## config.mk

```make
export PLATFORM = sky130hd
export DESIGN_NAME = bus_source_encoder
export DESIGN_NICKNAME = d
export VERILOG_FILES = /design/src/rtl/bus_source_encoder.sv
export SDC_FILE = /design/constraint.sdc
export NUM_CORES = 1
export LEC_CHECK = 0
export ABC_AREA = 1
export BUFFER_PORTS_ARGS = -buffer_cell sky130_fd_sc_hd__buf_2
export CORE_ASPECT_RATIO = 1.1
export CORE_MARGIN = 2
export CORE_UTILIZATION = 55
export DETAILED_ROUTE_END_ITERATION = 16
export PLACE_DENSITY = 0.91
export REMOVE_ABC_BUFFERS = 1
export SLEW_MARGIN = 20
export SYNTH_ARGS = -nofsm -noshare
export SYNTH_HDL_FRONTEND = slang
export SYNTH_SLANG_ARGS = --single-unit
```

## constraint.sdc

```tcl
create_clock -name clk -period 3.5 [get_ports clk]
set_clock_uncertainty 0.15 [all_clocks]
set_input_delay 0.35 -clock clk [delete_from_list [all_inputs] [get_ports clk]]
set_output_delay 0.35 -clock clk [all_outputs]
set_load 0.02 [all_outputs]
```

## src/rtl/bus_source_encoder.sv

```systemverilog
// ============================================================================
//  Module   : bus_source_encoder
//  Purpose  : Registered priority encoder from one-hot bus drive strobes to the
//             bus multiplexer select code, with lock, conflict and idle status.
//  Revision : 1.0  initial release
// ============================================================================
`default_nettype none

module bus_source_encoder #(
  parameter int NUM_SRC = 24,
  parameter int SEL_W   = 5,
  parameter int CNT_W   = 8
) (
  input  logic               clk,
  input  logic               rst_n,
  input  logic [NUM_SRC-1:0] src_out,
  input  logic               bus_lock,
  input  logic               err_clr,
  output logic [SEL_W-1:0]   select,
  output logic               sel_valid,
  output logic               conflict,
  output logic               conflict_sticky,
  output logic [CNT_W-1:0]   conflict_cnt,
  output logic [CNT_W-1:0]   idle_cnt
);

  localparam logic [CNT_W-1:0] c_cnt_max = {CNT_W{1'b1}};

  logic [SEL_W-1:0] w_low_idx;
  logic             w_any;
  logic             w_multi;
  logic             w_upd;

  logic [SEL_W-1:0] r_select;
  logic             r_sel_valid;
  logic             r_conflict;
  logic             r_sticky;
  logic [CNT_W-1:0] r_conflict_cnt;
  logic [CNT_W-1:0] r_idle_cnt;

  // Scan downward so the lowest set index is the last one written.
  always_comb begin
    w_low_idx = '0;
    for (int i = NUM_SRC - 1; i >= 0; i--) begin
      if (src_out[i]) begin
        w_low_idx = SEL_W'(i);
      end
    end
  end

  // x & (x-1) clears the lowest set bit; anything left means multi-hot.
  assign w_any   = |src_out;
  assign w_multi = |(src_out & (src_out - NUM_SRC'(1)));
  assign w_upd   = ~bus_lock;

  always_ff @(posedge clk or negedge rst_n) begin
    if (!rst_n) begin
      r_select    <= '0;
      r_sel_valid <= 1'b0;
      r_conflict  <= 1'b0;
    end else if (w_upd) begin
      if (w_any) begin
        r_select <= w_low_idx;
      end
      r_sel_valid <= w_any;
      r_conflict  <= w_multi;
    end
  end

  // Clear outranks both lock and new events.
  always_ff @(posedge clk or negedge rst_n) begin
    if (!rst_n) begin
      r_sticky       <= 1'b0;
      r_conflict_cnt <= '0;
      r_idle_cnt     <= '0;
    end else if (err_clr) begin
      r_sticky       <= 1'b0;
      r_conflict_cnt <= '0;
      r_idle_cnt     <= '0;
    end else if (w_upd) begin
      if (w_multi) begin
        r_sticky <= 1'b1;
        if (r_conflict_cnt != c_cnt_max) begin
          r_conflict_cnt <= r_conflict_cnt + CNT_W'(1);
        end
      end
      if (!w_any && (r_idle_cnt != c_cnt_max)) begin
        r_idle_cnt <= r_idle_cnt + CNT_W'(1);
      end
    end
  end

  assign select          = r_select;
  assign sel_valid       = r_sel_valid;
  assign conflict        = r_conflict;
  assign conflict_sticky = r_sticky;
  assign conflict_cnt    = r_conflict_cnt;
  assign idle_cnt        = r_idle_cnt;

endmodule

`default_nettype wire

```

## Word level (Yosys, flattened, before mapping)

Cells that the tools add are included.

| word-level totals | value |
|---|---|
| register bits | 24 |
| bits of input ports | 28 |
| word-level logic and storage cells | 59 |

| cells by class | value |
|---|---|
| add/subtract/negate cells | 3 |
| eq/ne operators | 3 |
| mux-type cells | 34 |
| bitwise operators | 2 |
| reduce and logical (&&, ||, !) cells | 11 |

Operator list:

| kind | count |
|---|---|
| 2-to-1 mux 5 bit | 24 |
| 2-to-1 mux 8 bit | 7 |
| OR reduction 24 bit | 2 |
| AND 24 bit | 1 |
| subtractor 24 x 1 -> 24 bit, second input constant | 1 |
| adder 8 x 1 -> 8 bit, second input constant | 2 |
| != test 8 bit, second input constant | 2 |
| AND reduction 2 bit | 3 |
| nonzero test 2 bit | 3 |
| 2-to-1 mux 1 bit | 3 |
| AND reduction 3 bit | 1 |
| != test 2 x 1 -> 1 bit, second input constant | 1 |
| logical AND 1 bit | 1 |
| zero test 1 bit | 1 |
| NOT 1 bit | 1 |

## Logic depth before layout (Yosys ltp)

| depth | value |
|---|---|
| word-level depth | 24 |
| depth in mapped cells | 25 |

## Least setup slack after synthesis

Ideal clock, no wire load.

| timing path | value |
|---|---|
| kind | input -> register |
| start | in src_out[3] |
| end | reg r_conflict_cnt[7], in the netlist conflict_cnt[7] |
| data arrival time | 1799 ps |
| path slack | 1434 ps |
| cell stages on the path | 18 |
| cell sequence | nor2_2 -> nand2_4 -> nor2_8 -> inv_4 -> nor2_8 -> nand3_4 -> inv_2 -> nand2_1 -> nand2_1 -> nand4_1 -> nor2_1 -> nand4_1 -> nand2_2 -> a21oi_4 -> nor2_8 -> inv_4 -> nand2_1 -> nand2_1 |

| between the ends | value |
|---|---|
| longest elaborated chain between the ends | 5 |

RTL lines:

| item | line | text |
|---|---|---|
| start, declared | 16 | `input logic [NUM_SRC-1:0] src_out,` |
| subtractor 24 x 1 -> 24 bit | 53 | `assign w_multi = \|(src_out & (src_out - NUM_SRC'(1)));` |
| AND 24 bit * | 53 |  |
| OR reduction 24 bit * | 53 |  |
| nonzero test 2 bit (no line) * | -- |  |
| AND reduction 3 bit (no line) * | -- |  |
| end signal, assigned | 84 | `r_conflict_cnt <= r_conflict_cnt + CNT_W'(1);` |
| end, declared | 38 | `logic [CNT_W-1:0] r_conflict_cnt;` |

Every way passes the cells marked *; elsewhere a longest branch is shown, timed or not.
A chain may end at the register's enable or synchronous reset.

## Final worst setup path

| timing path | value |
|---|---|
| start | in src_out[3] |
| end | reg r_conflict_cnt[3], in the netlist conflict_cnt[3] |

Same word-level chain as after synthesis.

==> impl_metrics.csv <==
group,metric,value,unit
floorplanning,start_util,57.7,%
global_routing,gr-usage-met1,30.1,%
setup_path,rr_startpoint,"conflict_cnt[0]$_DFFE_PN0P_",
power,powerDensity,286,nW/um^2
yosys,synth_ff_type,"dfrtp_1",
yosys,post_synth.cell_area_avg,6.79,um^2
yosys,synth_warnings,0,
setup_path,crit_start,"src_out[3]",
setup_path,r2r_slack,1580,ps
setup_path,required,3580,ps
timing,setup_viol,0,
place,dpl.hpwl,3110,um
hold_path,min_from,"bus_lock",
power,power_frac_seq,48.3,%
power,p_sw_share,27.3,%
yosys,syn_inst,261,
yosys,synth_top_area_share,33.9,%
power,p_int,441,uW
timing,clock.fmax,475,MHz
yosys,synth_top_cells_by_area,"dfrtp_1 34%, nand2_1 16%, inv_1 9.1%",
power,peakVddDrop,0.377,mV
run_status,status,"completed",
routing,ant_nets,0,
timing,fin_crit_sh,60.2,%
yosys,ys_types,37,
yosys,netlist_area,1770,um^2
floorplanning,coreArea,3070,um^2
global_routing,track_usage,23.3,%
layout,final_layout_size_suffix_gt1_share,22.9,%
setup_path,crit_type,"primary input to flip-flop",
clock_tree,clk_latency,320,ps
yosys,synth_edf_count,0,
global_routing,grt_max_degree,25,
clock_tree,tritoncts,"done",
timing,slew_violations,0,
layout,antennaDiodeCount,0,
yosys,post-synth-top-count-cell,"nand2_1",
floorplanning,io_pins,52,
routing,avgRoutedWirePerCell,10.9,um
setup_path,cp_max_fo,8,
layout,area_growth,19.9,%
layout,num-fill-cells,291,
routing,drc_errors,0,
setup_path,critPathCaptureType,"flip-flop",
global_routing,grt_pass1_wl,6960,um
timing,slew_headroom,66.1,%
floorplanning,die_y,63.5,um
setup_path,worstPathArrival,2180,ps
clock_tree,cts.path.max_buffers,2,
clock_tree,htreeDepth,1,
place,io_buffers,51,
yosys,yosys.area.top_type,"dfrtp_1",
hold_path,min_path_type,"primary input to flip-flop",
place,pre_cts_ws,1040,ps
yosys,async_flop_share,100,%
global_routing,grt_use_met2,41.1,%
clock_tree,cts_setup_buffers,0,
global_routing,grt_pass1_vias,1678,
routing,via_count,1783,
floorplanning,die_w,58.1,um
timing,rsz0062_at_grt,"false",
routing,drtIter0Drc,102,
clock_tree,path_clk_slew,130,ps
routing,wirelength,3820,um
global_routing,met3_usage,1.85,%
power,power_frac_comb,18.6,%
setup_path,start_kind,"primary input",
layout,utilization,69.1,%
clock_tree,cts_sinks,24,
power,clock_power_share,33.1,%
clock_tree,cts_hold_buf,1,
global_routing,antenna_found_initial,0,
place,gp_congestion,0.855,
flow_run,maxCapViolCount,0,
timing,hold_viol,0,
timing,period_needed,2110,ps
clock_tree,cts_resized,0,
clock_tree,cts_buffers,3,
floorplanning,die_area,3690,um^2
yosys,synthTopCellsByCount,"74 x nand2_1, 43 x inv_1, 35 x nor2_1, 24 x dfrtp_1, 13 x a21oi_1",
floorplanning,std_cell_rows,21,
yosys,yosysSeqAreaShare,33.9,%
clock_tree,cts-root-buf,"clkbuf_4",
timing,fin_setup_tns,0,ps
global_routing,globalRoute.totalOverflow,0,
power,power.leakage,1.22,nW
timing,final.setup.worst_slack,1390,ps
layout,nets,346,
timing,worstMarginPinSlew,508,ps
routing,vias_per_cell,5.11,
global_routing,top_usage_layer,"met2",
routing,drt_pass1_iterations,4,
yosys,ys_ff_latch,24,
power,power.switching,166,uW
## per-layer routing
layer | part of all wire, % | wire length (um)
met5 | 0 | 0
met4 | 1.3 | 48
met2 | 50 | 1910
met3 | 4.4 | 166
met1 | 44 | 1690
## area by class of cell
cell class	instances	area (um^2)	area share [%]
clock inverters	1	30.0	1.41
multi-input cells	188	983	46.3
well taps	34	42.5	2.00
clock buffers	3	22.5	1.06
inverters	47	181	8.53
repair buffers	52	265	12.5
flip-flops and latches	24	601	28.3
## worst max-delay path, cell delays in order
cell	delay [ps]
buf_2	120
nor2_2	170
nand2_4	100
nor2_8	160
inv_4	70
nor2_8	100
nand3_4	80
nor3_1	160
o22ai_1	90
nor2_1	140
nand4_1	120
nand2_2	120
a21oi_4	70
nor2_8	160
inv_4	50
nand2_1	60
nand2_1	50
## worst paths after layout
kind,depth (start not counted),to
min in group asynchronous,2,conflict_cnt[6]$_DFFE_PN0P_
hold reg to reg,2,select[0]$_DFFE_PN0P_
setup / recovery,17,conflict_cnt[3]$_DFFE_PN0P_
hold / removal,3,sel_valid$_DFFE_PN0N_
setup reg to reg,8,conflict_cnt[3]$_DFFE_PN0P_
max in group asynchronous,2,select[3]$_DFFE_PN0P_
## power by group through the flow
stage | clock network [mW] | registers (mW) | logic, mW
after floorplan | 0 | 0.307 | 0.0548
after global placement | 0 | 0.298 | 0.110
after detailed placement | 0 | 0.298 | 0.113
after CTS | 0.205 | 0.293 | 0.114
after global routing | 0.213 | 0.294 | 0.130
final | 0.201 | 0.293 | 0.113
## state kept, by name (all words and copies together) (netlist names)
name / cells
sel_valid: 1
conflict_cnt: 8
conflict_sticky: 1
select: 5
conflict: 1
idle_cnt: 8
## cell families after synthesis
family / synth area share [%]
AO/OA/AOI/OAI: 12.8
XOR/XNOR: 1.98
adder cells (fa/ha/maj): 1.98
buffers and inverters: 10.7
flip-flops: 33.9
AND/OR/NAND/NOR: 38.7
## cell usage in the layout (no fill, tap or decap), types with 4 or more instances in the layout
master	Yosys	routed
o21ai_0	9	9
nand2_1	74	74
buf_2	0	51
nor3_1	5	5
o21ai_1	4	4
nand4_1	6	6
o31ai_1	4	4
nand3_1	7	7
inv_1	43	43
nor2_1	35	35
a21oi_1	13	13
dfrtp_1	24	24
## metrics by stage
step / std cells / hold slack [ps] / power, mW / cell area [um^2]
floorplan: 259 / -95.6 / 0.362 / 1770
global placement: 344 / 198 / 0.408 / 2060
detailed placement: 344 / 206 / 0.411 / 2060
CTS: 349 / 122 / 0.612 / 2130
global route: 349 / 132 / 0.636 / 2130
finish: 349 / 130 / 0.607 / 2130
Power figures use the tool's default switching activity.
